**src/rtl/obuf_cfg_pkg.sv**
```systemverilog
// obuf_cfg_pkg: word field positions, header tag and descriptor type for obuf_cfg_issuer
package obuf_cfg_pkg;
  localparam logic [3:0] OBUF_CFG_HDR_TAG = 4'hA;
  localparam int W0_FLAG_LSB = 0, W0_FLAG_MSB = 12;
  localparam int W0_KSZ_LSB = 13, W0_KSZ_MSB = 16;
  localparam int W0_KST_LSB = 17, W0_KST_MSB = 20;
  localparam int W0_PSZ_LSB = 21, W0_PSZ_MSB = 22;
  localparam int W0_PST_LSB = 23, W0_PST_MSB = 24;
  localparam int W0_BS_LSB = 25, W0_BS_MSB = 26;
  localparam int W0_TAG_LSB = 28, W0_TAG_MSB = 31;
  localparam int W1_X_LSB = 0, W1_X_MSB = 5;
  localparam int W1_Y_LSB = 6, W1_Y_MSB = 11;
  localparam int W1_XP_LSB = 12, W1_XP_MSB = 17;
  localparam int W1_YP_LSB = 18, W1_YP_MSB = 23;
  localparam int W2_PE_LSB = 0, W2_PE_MSB = 5;
  localparam int W2_NORM_LSB = 6, W2_NORM_MSB = 11;
  localparam int W2_ACT_LSB = 12, W2_ACT_MSB = 17;
  localparam int W2_NEXT_LSB = 18, W2_NEXT_MSB = 23;
  localparam int W2_PNEXT_LSB = 24, W2_PNEXT_MSB = 29;
  localparam int W3_LEAKY_LSB = 0, W3_LEAKY_MSB = 15;
  localparam int W3_ICP_LSB = 16, W3_ICP_MSB = 17;
  localparam int W3_OCP_LSB = 18, W3_OCP_MSB = 19;
  localparam int W3_ACCU = 20, W3_LICH = 21, W3_LKER = 22, W3_FINAL = 23;
  localparam int W3_CONV_LSB = 24, W3_CONV_MSB = 25;
  typedef struct packed {
    logic [12:0] flags;
    logic [3:0] ker_size;
    logic [3:0] ker_strd;
    logic [1:0] pool_size;
    logic [1:0] pool_strd;
    logic [1:0] bit_serial;
    logic [5:0] tile_x;
    logic [5:0] tile_y;
    logic [5:0] tile_xp;
    logic [5:0] tile_yp;
    logic [5:0] q_pe;
    logic [5:0] q_norm;
    logic [5:0] q_act;
    logic [5:0] q_next;
    logic [5:0] q_pool_next;
    logic [15:0] leaky;
    logic [1:0] icp;
    logic [1:0] ocp;
    logic accu;
    logic last_ich;
    logic last_ker;
    logic final_tile;
    logic [1:0] conv_flag;
  } obuf_desc_t;
endpackage

```
**src/rtl/obuf_cfg_collect.sv**
```systemverilog
// obuf_cfg_collect: assembles four cfg words into a shadow descriptor; OBUF_CFG_HDR_CHECK_EN drops W0 with a bad tag
module obuf_cfg_collect
  import obuf_cfg_pkg::*;
(
  input  logic        clk,
  input  logic        rst,
  input  logic [31:0] cfg_data,
  input  logic        cfg_valid,
  output logic        cfg_ready,
  input  logic        take,
  output obuf_desc_t  shadow,
  output logic        shadow_full,
  output logic        cfg_err
);
  logic [1:0] wcnt;
  logic acc, drop, unused_hdr;
  assign cfg_ready = !shadow_full;
  assign acc = cfg_valid && cfg_ready;
  assign unused_hdr = ^cfg_data[31:27];
`ifdef OBUF_CFG_HDR_CHECK_EN
  assign drop = wcnt == 2'd0 && cfg_data[W0_TAG_MSB:W0_TAG_LSB] != OBUF_CFG_HDR_TAG;
`else
  assign drop = 1'b0;
`endif
  always_ff @(posedge clk) begin
    if (rst) begin
      wcnt <= '0;
      shadow_full <= 1'b0;
      shadow <= '0;
      cfg_err <= 1'b0;
    end else begin
      if (take) shadow_full <= 1'b0;
      if (acc && drop) cfg_err <= 1'b1;
      if (acc && !drop) begin
        wcnt <= wcnt + 2'd1;
        if (wcnt == 2'd3) shadow_full <= 1'b1;
        case (wcnt)
          2'd0: begin
            shadow.flags <= cfg_data[W0_FLAG_MSB:W0_FLAG_LSB];
            shadow.ker_size <= cfg_data[W0_KSZ_MSB:W0_KSZ_LSB];
            shadow.ker_strd <= cfg_data[W0_KST_MSB:W0_KST_LSB];
            shadow.pool_size <= cfg_data[W0_PSZ_MSB:W0_PSZ_LSB];
            shadow.pool_strd <= cfg_data[W0_PST_MSB:W0_PST_LSB];
            shadow.bit_serial <= cfg_data[W0_BS_MSB:W0_BS_LSB];
          end
          2'd1: begin
            shadow.tile_x <= cfg_data[W1_X_MSB:W1_X_LSB];
            shadow.tile_y <= cfg_data[W1_Y_MSB:W1_Y_LSB];
            shadow.tile_xp <= cfg_data[W1_XP_MSB:W1_XP_LSB];
            shadow.tile_yp <= cfg_data[W1_YP_MSB:W1_YP_LSB];
          end
          2'd2: begin
            shadow.q_pe <= cfg_data[W2_PE_MSB:W2_PE_LSB];
            shadow.q_norm <= cfg_data[W2_NORM_MSB:W2_NORM_LSB];
            shadow.q_act <= cfg_data[W2_ACT_MSB:W2_ACT_LSB];
            shadow.q_next <= cfg_data[W2_NEXT_MSB:W2_NEXT_LSB];
            shadow.q_pool_next <= cfg_data[W2_PNEXT_MSB:W2_PNEXT_LSB];
          end
          default: begin
            shadow.leaky <= cfg_data[W3_LEAKY_MSB:W3_LEAKY_LSB];
            shadow.icp <= cfg_data[W3_ICP_MSB:W3_ICP_LSB];
            shadow.ocp <= cfg_data[W3_OCP_MSB:W3_OCP_LSB];
            shadow.accu <= cfg_data[W3_ACCU];
            shadow.last_ich <= cfg_data[W3_LICH];
            shadow.last_ker <= cfg_data[W3_LKER];
            shadow.final_tile <= cfg_data[W3_FINAL];
            shadow.conv_flag <= cfg_data[W3_CONV_MSB:W3_CONV_LSB];
          end
        endcase
      end
    end
  end
endmodule

```
**src/rtl/obuf_cfg_issuer.sv**
```systemverilog
// obuf_cfg_issuer: issues assembled descriptors to the output-buffer settings register, one per obuf_done (OBUF_CFG_HDR_CHECK_EN enables header check)
module obuf_cfg_issuer
  import obuf_cfg_pkg::*;
#(
  parameter int WORD_SIZE = 16,
  parameter int HALF_ADDR_SIZE = 6
) (
  input  logic                      clk,
  input  logic                      rst,
  input  logic [31:0]               cfg_data,
  input  logic                      cfg_valid,
  output logic                      cfg_ready,
  input  logic                      obuf_done,
  output logic                      obuf_rst,
  output logic                      pwc_dwc_combine,
  output logic                      concat_output_control,
  output logic                      set_isize,
  output logic                      set_wsize,
  output logic                      batch_first,
  output logic                      have_batch,
  output logic                      have_batch_dwc,
  output logic                      have_relu,
  output logic                      have_relu_dwc,
  output logic                      have_leaky,
  output logic                      have_sigmoid,
  output logic                      have_pool,
  output logic                      Is_Upsample,
  output logic                      have_accu,
  output logic                      have_last_ich,
  output logic                      Is_last_ker,
  output logic                      Is_Final_Tile,
  output logic [3:0]                ker_size,
  output logic [3:0]                ker_strd,
  output logic [1:0]                pool_size,
  output logic [1:0]                pool_strd,
  output logic [1:0]                Bit_serial,
  output logic [1:0]                hw_icp_able_cacl,
  output logic [1:0]                hw_ocp_able_cacl,
  output logic [1:0]                CONV_FLAG,
  output logic [HALF_ADDR_SIZE-1:0] obuf_tile_size_x,
  output logic [HALF_ADDR_SIZE-1:0] obuf_tile_size_y,
  output logic [HALF_ADDR_SIZE-1:0] obuf_tile_size_x_aft_pool,
  output logic [HALF_ADDR_SIZE-1:0] obuf_tile_size_y_aft_pool,
  output logic [5:0]                quant_pe,
  output logic [5:0]                quant_normalization,
  output logic [5:0]                quant_activation,
  output logic [5:0]                quant_next_layer,
  output logic [5:0]                quant_pool_next_layer,
  output logic [WORD_SIZE-1:0]      leaky_constant,
  output logic                      busy,
  output logic [15:0]               tile_count,
  output logic                      cfg_err
);
  obuf_desc_t shadow, cur;
  logic shadow_full, issue;
  assign issue = shadow_full && (!busy || obuf_done);
  obuf_cfg_collect u_collect (
    .clk(clk),
    .rst(rst),
    .cfg_data(cfg_data),
    .cfg_valid(cfg_valid),
    .cfg_ready(cfg_ready),
    .take(issue),
    .shadow(shadow),
    .shadow_full(shadow_full),
    .cfg_err(cfg_err)
  );
  always_ff @(posedge clk) begin
    if (rst) begin
      cur <= '0;
      obuf_rst <= 1'b0;
      busy <= 1'b0;
      tile_count <= '0;
    end else begin
      obuf_rst <= issue;
      if (issue) begin
        cur <= shadow;
        busy <= 1'b1;
        tile_count <= tile_count + 16'd1;
      end else if (obuf_done) begin
        busy <= 1'b0;
      end
    end
  end
  assign {Is_Upsample, have_pool, have_sigmoid, have_leaky, have_relu_dwc, have_relu, have_batch_dwc,
          have_batch, batch_first, set_wsize, set_isize, concat_output_control, pwc_dwc_combine} = cur.flags;
  assign ker_size = cur.ker_size;
  assign ker_strd = cur.ker_strd;
  assign pool_size = cur.pool_size;
  assign pool_strd = cur.pool_strd;
  assign Bit_serial = cur.bit_serial;
  assign obuf_tile_size_x = cur.tile_x[HALF_ADDR_SIZE-1:0];
  assign obuf_tile_size_y = cur.tile_y[HALF_ADDR_SIZE-1:0];
  assign obuf_tile_size_x_aft_pool = cur.tile_xp[HALF_ADDR_SIZE-1:0];
  assign obuf_tile_size_y_aft_pool = cur.tile_yp[HALF_ADDR_SIZE-1:0];
  assign quant_pe = cur.q_pe;
  assign quant_normalization = cur.q_norm;
  assign quant_activation = cur.q_act;
  assign quant_next_layer = cur.q_next;
  assign quant_pool_next_layer = cur.q_pool_next;
  assign leaky_constant = cur.leaky[WORD_SIZE-1:0];
  assign hw_icp_able_cacl = cur.icp;
  assign hw_ocp_able_cacl = cur.ocp;
  assign have_accu = cur.accu;
  assign have_last_ich = cur.last_ich;
  assign Is_last_ker = cur.last_ker;
  assign Is_Final_Tile = cur.final_tile;
  assign CONV_FLAG = cur.conv_flag;
endmodule

```
**config.mk**
```make
export PLATFORM = sky130hd
export DESIGN_NAME = obuf_cfg_issuer
export DESIGN_NICKNAME = d
export VERILOG_FILES = /design/src/rtl/obuf_cfg_pkg.sv /design/src/rtl/obuf_cfg_collect.sv /design/src/rtl/obuf_cfg_issuer.sv
export SDC_FILE = /design/constraint.sdc
export NUM_CORES = 1
export LEC_CHECK = 0
export ABC_AREA = 1
export CAP_MARGIN = 20
export CORE_ASPECT_RATIO = 0.75
export CORE_UTILIZATION = 35
export CTS_CLUSTER_SIZE = 16
export DETAILED_ROUTE_END_ITERATION = 10
export DONT_BUFFER_PORTS = 1
export SYNTH_ARGS = -nofsm -noshare
export SYNTH_HDL_FRONTEND = slang
export SYNTH_SLANG_ARGS = --single-unit
```
**constraint.sdc**
```tcl
create_clock -name clk -period 1.8 [get_ports clk]
set_input_delay 0.09 -clock clk [delete_from_list [all_inputs] [get_ports clk]]
set_output_delay 0.09 -clock clk [all_outputs]
set_load 0.05 [all_outputs]
```
# After elaboration in Yosys (flattened, before gate mapping)
# Index checks and enable logic that the tools add are counted.
# W data, S select, Z words.
# totals
register_bits,235
in_bits,36
output_inout_bits,127
word_cells,74
# op_classes
n_addsub,2
eq_ne,3
mux,5
n_bitwise,1
n_reduce_logical,12
# op_table
op,count
$add A16 B1 Y16 const B,1
$reduce_and A2 Y1,4
$mux W1,5
$eq A2 B2 Y1 const B,2
$reduce_or A3 Y1,1
$add A2 B1 Y2 const B,1
$eq A2 B1 Y1 const B,1
$logic_and A1 B1 Y1,2
$logic_not A1 Y1,2
$logic_not A2 Y1,1
$reduce_bool A2 Y1,1
$logic_or A1 B1 Y1,1
$not A1 Y1,1

# Longest topological paths before layout
# Gate-level depths: netlist of run 1.
# depth
ltp_word,6
depth_mapped,8

# Modules after synthesis
# Synthesis of run 1 repeated with hierarchy kept, for this count alone.
# unflattened
hier_cells,1297
hier_area_um2,9246.4
# modules_own_cells
mod,instances,cells_each,area_each_um2,seq_area_each_um2
obuf_cfg_collect,1,705,4675.7,2202.1
obuf_cfg_issuer,1,592,4570.6,2502.4

# Worst setup path before layout of run 1
# No wires, ideal clock.
# synth_timing
path_type,register -> register
start,register tile_count[1]
end,register tile_count[8]
setup_ns,0.116
t_arrival_ns,1.565
slack_ns,0.119
path_stages_with_launch,7
n_path_buf,0
path_cell_list,dfxtp_1 ha_1 nand3_1 nor2_1 nand3_1 o21ai_0 nor2_1
# synth_via
elab_chain_cells,1
# synth_rtl
item,line_no,text
start: declaration,obuf_cfg_issuer.sv:51,"output logic [15:0] tile_count,"
start signal: assignment,obuf_cfg_issuer.sv:79,tile_count <= tile_count + 16'd1;
$add A16 B1 Y16,obuf_cfg_issuer.sv:79,
# No other way between the ends.
# A chain may end at the register's enable or synchronous reset.

==> results of run 1 <==
## path summary, 6_finish.rpt
path                                     start                                 to
max                                        rst     leaky_constant[8]$_SDFFE_PP0P_
min reg2reg  u_collect.shadow[79]$_SDFFE_PP0P_  u_collect.shadow[79]$_SDFFE_PP0P_
min                                  obuf_done         tile_count[1]$_SDFFE_PP0P_
max reg2reg   u_collect.shadow_full$_SDFF_PP0_     leaky_constant[8]$_SDFFE_PP0P_
## logic make-up after synthesis
kind of cell | Yosys count | share of synthesized area
AO/OA/AOI/OAI | 340 | 0.208
flip-flops | 235 | 0.573
buffers and inverters | 202 | 0.0994
AND/OR/NAND/NOR | 193 | 0.109
adder cells (fa/ha/maj) | 6 | 0.00915
XOR/XNOR | 1 | 0.00107
other | 1 | 0.000457
## power by group through the flow
stage	combinational [mW]	clock (mW)	sequential, mW
detailed placement	0.542	0	5.57
floorplan	0.393	0	5.57
CTS	0.662	5.03	5.45
global route	0.732	5.26	5.47
global placement	0.530	0	5.56
finish	0.653	4.90	5.45
## metrics by stage
step                setup WS, ns  instance area, um2  instances  hold slack [ns]  power, mW
finish                     0.163                9920       1343           0.0780       11.0
global route              0.0866                9910       1342           0.0942       11.5
CTS                        0.205                9910       1340           0.0509       11.1
detailed placement         0.244                8810       1265            0.166       6.11
global placement           0.288                8810       1265            0.161       6.09
floorplan                  0.119                8210        978            0.159       5.96
## layer usage
layer / GRT usage / wire length [um]
met4: 0.0405 / 374
met2: 0.270 / 9510
met1: 0.241 / 10300
met5: 0 / 13
met3: 0.0628 / 1990
## state kept, by name, summed over array words and instances (netlist names), 4 cells and up
register                   cells
u_collect.shadow             107
leaky_constant                16
tile_count                    16
obuf_tile_size_x               6
obuf_tile_size_x_aft_pool      6
obuf_tile_size_y               6
obuf_tile_size_y_aft_pool      6
quant_activation               6
quant_next_layer               6
quant_normalization            6
quant_pe                       6
quant_pool_next_layer          6
ker_size                       4
ker_strd                       4
## layout make-up
cell class,count,area [um2]
diodes,3,7.51
clock buffers,34,699
clock inverters,8,72.6
fillers,2326,13100
inverters,131,497
multi-input cells,541,2710
flip-flops and latches,235,4700
well taps,300,375
repair buffers,91,853
## placed cells by master (no fill, tap or decap), drive strengths merged
master and instances:
clkinv 5, clkbuf 34, dfxtp 235, and2 1, nor2 34, diode 3, o21bai 1, nand4 2
nand3 116, conb 1, nor3b 2, inv 133, nand2 38, bufinv 1, xor2 1, ha 6
buf 58, dlygate4sd3 33, o21ai 223, a21oi 116
## tightest hold or removal path, cell delays in order
cell,delay [ns]
inv_1,0.07
a21oi_2,0.08
buf_4,0.17
nor2_1,0.09
nor2_1,0.05
==> metrics.csv, run 1 <==
stage,metric,value,unit
synthesis,ys.flop_type,dfxtp_1,
clock_network,htree_num_levels,1,
sta,slew_headroom,0.506,
synthesis,synth.top_cells.by_area,"dfxtp_1, o21ai_0, nand3_1",
worst_setup_path,cpPeakStageDelay,0.74,ns
clock_network,cts_resized,0,
sta,final_max_slew_viol_count,0,
power,seqPwrFrac,0.495,
sta,setup_tns,0,ns
clock_network,cts_sinks,235,
place,port_buffers,0,
power,clkPwrFrac,0.445,
routing,finalWirelength,22.2,mm
hold_path,hold_depth,5,
synthesis,synth_cells,978,
synthesis,yosys_warnings,0,
synthesis,synthTopCellsByCount,"dfxtp_1, o21ai_0, inv_1",
synthesis,synth_most_common_cell,dfxtp_1,
floorplan,coreArea,23000,um2
routing,drc_errors,0,
sta,max_clock_freq,0.611,GHz
global_routing,overflow,0,
worst_setup_path,path_buf_inv,3,
floorplan,die_y,135,um
sta,clock_skew,0.0183,ns
sta,final.period_utilization,0.910,
synthesis,syn_avg_cell_area,8.39,um2
global_routing,gr-usage-all-layers,0.178,
synthesis,ys_ff_latch,235,
synthesis,ys_async_sr_fraction,0,
global_routing,grt_max_degree,101,
synthesis,synth_edf_count,0,
sta,tightest_slew,0.741,ns
power,p_sw_frac,0.234,
clock_network,clk_path_buf_depth,3,
final_layout,fin_util,0.431,
synthesis,synth_nets,1020,
power,p_per_area,1110,nW/um2
flow_run,drv_cap,0,
place,dp_hpwl,13.6,mm
power,internal-power,8.43,mW
final_layout,final_layout_size_suffix_gt1_frac,0.101,
synthesis,yosysTopAreaCell,dfxtp_1,
worst_setup_path,path_max_fanout,69,
synthesis,synth_top_area_frac,0.573,
routing,ant_nets,0,
sta,setup_viol,0,
run_status,outcome,"finished, final reports clean",
clock_network,clock_latency,0.52,ns
sta,rsz0062_at_grt,false,
routing,vias_per_cell,4.86,
clock_network,postCtsHoldBufs,33,
power,power.switching,2.57,mW
routing,vias,6532,
place,gp_congestion,0.793,
worst_setup_path,r2r_cells,6,
synthesis,yosysSeqAreaShare,0.573,
sta,finalCriticalPeriod,1.64,ns
clock_network,clockRootBuffer,clkbuf_16,
floorplan,die_area,24100,um2
global_routing,first_global_vias,5772,
clock_network,clkTransAtPathRegs,0.06,ns
worst_setup_path,ff2ff_setup_slack,0.21,ns
final_layout,area_growth,20.8,%
worst_setup_path,critPathCaptureType,flip-flop,
hold_path,min_path_type,primary input to flip-flop,
synthesis,syn_area,8210,um2
routing,drt_iter0_markers,455,
floorplan,rows,48,
worst_setup_path,path_class,primary input to flip-flop,
worst_setup_path,crit_arrival,2.00,ns
worst_setup_path,cp_cell_sequence,dlygate4sd3_1 -> inv_6 -> nand2_4 -> buf_4 -> o21ai_0,
worst_setup_path,critical_path_depth,5,
worst_setup_path,crit_family,buffers and inverters,
clock_network,numCtsBuffers,25,
power,combPwrFrac,0.059,
floorplan,die_w,179,um
sta,hold_violations,0,
worst_setup_path,crit_path_start_kind,primary input,
floorplan,io_pins,163,
routing,drt_pass1_iterations,4,
worst_setup_path,cp.required,2.16,ns
routing,post_drt_wl_per_cell,16.5,um
global_routing,grt_pass1_wl,33.2,mm
final_layout,nets,1067,
clock_network,tritoncts,yes,
synthesis,synth_cell_types,25,
floorplan,initial_core_util,0.357,
worst_setup_path,cpMaxStageDelayCell,dlygate4sd3_1,
power,p_leak,3.66,nW
global_routing,antenna_found_initial,4,
power,ir_drop,0.000842,V
clock_network,cts_setup_buffers,0,
(Power assumes the default switching activity.)
==> run 2: changes to the inputs <==
--- a/config.mk
+++ b/config.mk
@@ -5,7 +5,6 @@
 export SDC_FILE = /design/constraint.sdc
 export NUM_CORES = 1
 export LEC_CHECK = 0
-export ABC_AREA = 1
 export CAP_MARGIN = 20
 export CORE_ASPECT_RATIO = 0.75
 export CORE_UTILIZATION = 35
==> run 2 against run 1 <==
Compared with the run above:
- the flow now finishes with violations (design-rule violations, negative hold slack)
- fmax fell by 4.3%
- clock-buffer cell count decreased by 2
- critical path type is now flip-flop to flip-flop
- flip-flop and latch count stayed put
- synthesized cell count grew 7.2%
==> metrics.csv, run 2 <==
stage,metric,value,unit,change
worst_setup_path,cp-startpoint,tile_count[5]$_SDFFE_PP0P_,,
worst_setup_path,crit_path_end,tile_count[12]$_SDFFE_PP0P_,,
final_layout,final_layout_size_suffix_gt1_frac,0.120,,+0.0193
synthesis,synthTopCellsByCount,"nand2_1, dfxtp_1, a21oi_1",,
synthesis,synth_most_common_cell,nand2_1,,
hold_path,min_path_type,primary input to flip-flop,,
clock_network,tritoncts,yes,,
global_routing,overflow,0,,unchanged
routing,post_drt_wl_per_cell,16.8,um,+1.9%
sta,layout_setup_ws,0.0889,ns,-0.0739 ns
synthesis,synth_nets,1090,,+6.9%
synthesis,yosysTopAreaCell,dfxtp_1,,
routing,drc_errors,20,,+20
routing,finalWirelength,24.0,mm,+8.2%
power,power.switching,2.39,mW,-7.0%
power,clkPwrFrac,0.450,,+0.005
sta,hold_violations,226,,+226
final_layout,fillers,2251,,-3.2%
global_routing,antenna_found_initial,5,,+1
floorplan,initial_core_util,0.358,,+0.00139
clock_network,clkTransAtPathRegs,0.06,ns,about the same
final_layout,top_register,u_collect.shadow,,
routing,drt_iter0_markers,521,,+15%
run_status,outcome,finished with violations,,
sta,whs,-0.352,ns,-0.430 ns
floorplan,die_area,24300,um2,+0.90%
worst_setup_path,crit_path_start_kind,flip-flop,,
worst_setup_path,ff2ff_setup_slack,0.09,ns,-0.12 ns
clock_network,htree_num_levels,1,,unchanged
clock_network,cts_sinks,235,,unchanged
clock_network,numCtsBuffers,24,,-4.0%
place,port_buffers,0,,unchanged
global_routing,gr-usage-all-layers,0.185,,+0.00676
final_layout,finalInstanceArea,10200,um2,+3.0%
place,gp_congestion,0.794,,+0.14%
power,seqPwrFrac,0.503,,+0.008
worst_setup_path,r2r_cells,4,,-2
global_routing,grt_max_degree,236,,+130%
final_layout,largest_reg_flops,107,,unchanged
final_layout,final_common_cell,nand2_1,,
worst_setup_path,crit_arrival,2.15,ns,+0.15 ns
place,dp_hpwl,14.8,mm,+9.4%
worst_setup_path,timing.rr.start,tile_count[5]$_SDFFE_PP0P_,,
sta,rsz0062_at_grt,false,,
clock_network,clockRootBuffer,clkbuf_16,,
sta,final.period_utilization,0.951,,+0.0411
final_layout,mostFrequentLayoutCells,"nand2_1, a21oi_1, dfxtp_1",,
sta,final_max_slew_viol_count,0,,unchanged
synthesis,syn_area,8280,um2,+0.91%
synthesis,synth.top_cells.by_area,"dfxtp_1, nand2_1, a21oi_1",,
worst_setup_path,path_class,flip-flop to flip-flop,,
global_routing,grt_pass1_wl,35.2,mm,+6.2%
place,dp_slack,-0.00522,ns,-0.249 ns
clock_network,clock_latency,0.51,ns,about the same
synthesis,yosys_warnings,0,,unchanged
power,ir_drop,0.000644,V,-23%
sta,tightest_slew,0.578,ns,-0.163 ns
floorplan,die_w,180,um,+0.45%
synthesis,ys_ff_latch,235,,unchanged
synthesis,synth_cell_types,30,,+20%
floorplan,coreArea,23100,um2,+0.52%
routing,drt_pass1_iterations,9,,+5
routing,ant_nets,0,,unchanged
synthesis,ys_async_sr_fraction,0,,unchanged
synthesis,syn_avg_cell_area,7.90,um2,-5.8%
worst_setup_path,cp.required,2.24,ns,+0.08 ns
power,combPwrFrac,0.047,,-0.012
synthesis,synth_top_area_frac,0.568,,-0.00519
global_routing,first_global_vias,6126,,+6.1%
routing,vias_per_cell,4.88,,+0.44%
floorplan,rows,48,,unchanged
sta,setup_viol,0,,unchanged
flow_run,drv_cap,0,,unchanged
worst_setup_path,r2r-end,tile_count[12]$_SDFFE_PP0P_,,
place,placed_cell_area,9050,um2,+2.7%
worst_setup_path,path_max_fanout,4,,-94%
floorplan,io_pins,163,,unchanged
power,p_leak,3.54,nW,-3.2%
final_layout,area_growth,23.4,%,
final_layout,nets,1153,,+8.1%
power,internal-power,8.27,mW,-1.9%
synthesis,ys.flop_type,dfxtp_1,,
clock_network,cts_setup_buffers,0,,unchanged
sta,slew_headroom,0.614,,+0.108
sta,finalCriticalPeriod,1.71,ns,+0.0739 ns
power,p_per_area,1040,nW/um2,-5.9%
clock_network,clk_path_buf_depth,3,,unchanged
run_status,violations,"design-rule violations, negative hold slack",,
power,p_sw_frac,0.224,,-0.00949
floorplan,die_y,135,um,+0.45%
sta,clock_skew,0.00971,ns,-0.00854 ns
routing,vias,6966,,+6.6%
worst_setup_path,critPathCaptureType,flip-flop,,
synthesis,synth_cells,1048,,+7.2%
synthesis,yosysSeqAreaShare,0.568,,-0.00519
sta,max_clock_freq,0.584,GHz,-4.3%
synthesis,synth_edf_count,0,,unchanged
[run 2: changes by cell type after synthesis, moves of 34 or more]
cell | before | now
a21oi_1 | 115 | 230
clkbuf_1 | 34 | 68
inv_1 | 130 | 4
nand2_1 | 36 | 441
nand3_1 | 116 | 5
o21ai_0 | 203 | 8
[run 2: power groups by stage]
stage          sequential, mW  clock [mW]  combinational [mW]
2_1_floorplan            5.47           0               0.316
3_3_place_gp             5.47           0               0.367
3_5_place_dp             5.48           0               0.373
4_1_cts                  5.36        4.91               0.382
5_1_grt                  5.37        5.12               0.545
6_report                 5.36        4.80               0.499
[run 2: final cells by class]
type	instances	area [um2]	area share
Clock buffer	32	682	0.0667
Clock inverter	6	63.8	0.00625
Tap cell	300	375	0.0367
Antenna cell	3	7.51	0.000735
Timing Repair Buffer	112	1070	0.104
Sequential cell	235	4730	0.463
Multi-Input combinational cell	734	3270	0.320
Inverter	4	15.0	0.00147
[run 2: repair_timing]
action | 4_1_cts | 5_1_grt
hold buffers | 9 | 30
gates resized for setup | 0 | 6
pin swaps | 1 | 0
endpoints found under the hold margin | 235 | 226
setup endpoints to repair | 1 | 4
[run 2: worst min-delay path by stage]
stage / from / to / slack, ns / cells after the start
2_1_floorplan: cfg_data[24] / u_collect.shadow[0]$_SDFFE_PP0P_ / 0.23 / 2
3_3_place_gp: rst / busy$_SDFFE_PP0P_ / 0.16 / 1
3_5_place_dp: rst / tile_count[7]$_SDFFE_PP0P_ / 0.17 / 1
4_1_cts: rst / tile_count[8]$_SDFFE_PP0P_ / -0.37 / 1
5_1_grt: rst / tile_count[7]$_SDFFE_PP0P_ / -0.36 / 1
6_report: rst / tile_count[7]$_SDFFE_PP0P_ / -0.35 / 1
[run 2: routing by layer]
layer  part of all wire  global-route usage  vias to the layer above
li1                   -                   -                     3520
met1               0.46               0.248                     3217
met2               0.43               0.281                      197
met3               0.10              0.0763                       30
met4              0.013              0.0316                        2
met5            0.00033                   0                        -
[run 2: critical path: stages (launching register included)]
cell and delay (ns):
dfxtp_4 0.34, nand4_2 0.14, or3_2 0.53, or4_1 0.47
a21oi_1 0.15
[run 2: logic make-up after synthesis]
| family | share of synthesized area |
|---|---|
| simple gates | 0.230 |
| flops | 0.568 |
| compound gates | 0.147 |
| fa+ha+maj | 0.00906 |
| buf+inv | 0.0406 |
| xor+xnor | 0.00423 |
| other cells | 0.000453 |
[run 2: through the flow]
stage	hold slack, ns	util	TNS (ns)	total power, mW	std cells
2_1_floorplan	0.226	-	-0.0419	5.78	1048
3_3_place_gp	0.165	0.391	0	5.84	1346
3_5_place_dp	0.167	0.391	-0.00522	5.85	1346
4_1_cts	-0.368	0.427	0	10.7	1393
5_1_grt	-0.365	0.442	0	11.0	1423
6_report	-0.352	0.442	0	10.7	1426
==> run 3: changes to the inputs <==
--- a/config.mk
+++ b/config.mk
@@ -7,7 +7,7 @@
 export LEC_CHECK = 0
 export CAP_MARGIN = 20
 export CORE_ASPECT_RATIO = 0.75
-export CORE_UTILIZATION = 35
+export CORE_UTILIZATION = 25
 export CTS_CLUSTER_SIZE = 16
 export DETAILED_ROUTE_END_ITERATION = 10
 export DONT_BUFFER_PORTS = 1
==> run 3 against run 2 <==
Compared with the run above:
- the run ends with negative hold slack left
- non-clock buffer count grew 12
- fmax down 1.2%
- global-route usage is 3.6 points lower
- first-iteration DRC count increased by 2.1%
- utilization decreased by 11 points
- sequential power is essentially flat
- largest cell class unchanged
==> metrics.csv, run 3 (same netlist as run 2, synthesis figures left out) <==
stage,metric,value,unit,change
place,dp_hpwl,17.0,mm,+15%
global_routing,gr-usage-all-layers,0.148,,-0.0364
floorplan,die_w,212,um,+18%
place,gp_congestion,0.772,,-2.7%
final_layout,seqCellArea,4730,um2,unchanged
clock_network,tritoncts,yes,,
floorplan,die_area,33900,um2,+39%
sta,setup_viol,0,,unchanged
routing,finalWirelength,26.6,mm,+11%
final_layout,final_common_cell,nand2_1,,
worst_setup_path,ff2ff_setup_slack,0.07,ns,-0.02 ns
worst_setup_path,path_class,flip-flop to flip-flop,,
power,p_per_area,1110,nW/um2,+6.8%
clock_network,htree_num_levels,1,,unchanged
sta,max_clock_freq,0.577,GHz,-1.2%
final_layout,multiInputGateArea,3260,um2,-0.27%
final_layout,nets,1167,,+1.2%
sta,whs,-0.367,ns,-0.0145 ns
routing,ant_nets,0,,unchanged
worst_setup_path,crit_family,simple AND/OR/NAND/NOR gates,,
global_routing,grt_pass1_wl,38.4,mm,+9.0%
floorplan,die_y,160,um,+18%
clock_network,clockRootBuffer,clkbuf_16,,
final_layout,fin_util,0.328,,-0.114
clock_network,clkTransAtPathRegs,0.06,ns,about the same
sta,clock_skew,0.0122,ns,+0.00251 ns
worst_setup_path,crit_arrival,2.19,ns,+0.04 ns
global_routing,overflow,0,,unchanged
power,power,11.9,mW,+11%
worst_setup_path,cpPeakStageDelay,0.54,ns,about the same
global_routing,grt_max_degree,236,,unchanged
floorplan,coreArea,32500,um2,+41%
final_layout,fillers,3493,,+55%
clock_network,cts_sinks,235,,unchanged
routing,drt_pass1_iterations,5,,-4
sta,rsz0062_at_grt,false,,
power,p_leak,3.69,nW,+4.3%
floorplan,initial_core_util,0.255,,-0.104
place,port_buffers,0,,unchanged
floorplan,rows,57,,+19%
routing,vias_per_cell,4.49,,-8.0%
hold_path,min_path_type,primary input to flip-flop,,
sta,final_max_slew_viol_count,0,,unchanged
routing,post_drt_wl_per_cell,16.7,um,-0.65%
run_status,violations,negative hold slack,,
routing,drt_iter0_markers,532,,+2.1%
sta,hold_violations,229,,+1.3%
worst_setup_path,cp_cell_sequence,nand4_2 -> or3_2 -> or4_1 -> a21oi_1,,
worst_setup_path,path_max_fanout,4,,unchanged
run_status,outcome,finished with violations,,
floorplan,io_pins,163,,unchanged
sta,slew_headroom,0.618,,+0.00416
routing,drc_errors,0,,-100%
sta,tightest_slew,0.572,ns,-0.00623 ns
clock_network,clk_path_buf_depth,3,,unchanged
worst_setup_path,cp.required,2.26,ns,+0.02 ns
worst_setup_path,cpMaxStageDelayCell,or3_2,,
final_layout,largest_reg_flops,107,,unchanged
clock_network,clock_latency,0.54,ns,+0.03 ns
final_layout,final_layout_size_suffix_gt1_frac,0.138,,+0.0180
sta,setup_tns,0,ns,unchanged
power,ir_drop,0.000691,V,+7.2%
sta,layout_setup_ws,0.0676,ns,-0.0213 ns
clock_network,numCtsBuffers,26,,+8.3%
worst_setup_path,critPathCaptureType,flip-flop,,
flow_run,drv_cap,0,,unchanged
sta,finalCriticalPeriod,1.73,ns,+0.0213 ns
final_layout,area_growth,28.6,%,
place,dp_slack,0.00896,ns,+0.0142 ns
routing,vias,7139,,+2.5%
worst_setup_path,crit_path_start_kind,flip-flop,,
global_routing,first_global_vias,6449,,+5.3%
final_layout,top_register,u_collect.shadow,,
final_layout,mostFrequentLayoutCells,"nand2_1, a21oi_1, dfxtp_1",,
global_routing,antenna_found_initial,6,,+1
sta,final.period_utilization,0.962,,+0.0118
worst_setup_path,path_buf_inv,0,,unchanged
==> run 3: changes by cell type in the layout (fill, tap and decap cells not counted), sizes merged <==
cell	change
inv	-2
bufinv	+6
clkinv	+2
clkinvlp	+2
dlygate4sd3	-3
buf	+15
diode	+1
==> run 3: where the power goes <==
part,total [mW],switching (mW),internal (mW)
Combinational,0.486,0.317,0.169
Clock,6.03,2.21,3.81
Sequential,5.36,0.0616,5.30
==> run 3: timing repair <==
| item | 4_1_cts | 5_1_grt |
|---|---|---|
| endpoints found under the hold margin | 235 | 229 |
| setup buffers | 0 | 0 |
| endpoints found under the setup margin | 1 | 4 |
| hold buffers | 6 | 30 |
| gates resized for setup | 0 | 3 |
| pin swaps | 1 | 0 |
| cloned | 0 | 0 |
==> run 3: cell type report <==
class                      instances  area share
sequential                       235       0.444
multi-input combinational        734       0.306
timing repair buffer             124       0.104
clock buffer                      32      0.0671
tap                              442      0.0519
clock inverter                    14      0.0238
inverter                           4     0.00141
antenna                            4    0.000940
==> run 3: path summary, 6_finish.rpt <==
kind | from | endpoint | depth (start not counted)
max reg2reg | tile_count[5]$_SDFFE_PP0P_ | tile_count[12]$_SDFFE_PP0P_ | 4
min | rst | tile_count[15]$_SDFFE_PP0P_ | 1
min reg2reg | u_collect.shadow[97]$_SDFFE_PP0P_ | set_wsize$_SDFFE_PP0P_ | 2
max | tile_count[5]$_SDFFE_PP0P_ | tile_count[12]$_SDFFE_PP0P_ | 4
==> run 3: through the flow <==
step / hold WS [ns] / instances / cell area (um2)
2_1_floorplan: 0.226 / 1048 / 8310
3_5_place_dp: 0.171 / 1503 / 9300
6_report: -0.367 / 1589 / 10700
5_1_grt: -0.384 / 1588 / 10700
3_3_place_gp: 0.168 / 1503 / 9300
4_1_cts: -0.394 / 1555 / 10300
==> run 3: per-layer routing <==
layer	global-route usage	vias up	routed length [um]
li1	-	3550	-
met1	0.196	3351	12000
met2	0.230	193	11700
met3	0.0517	41	2290
met4	0.0346	4	471
met5	0	-	27
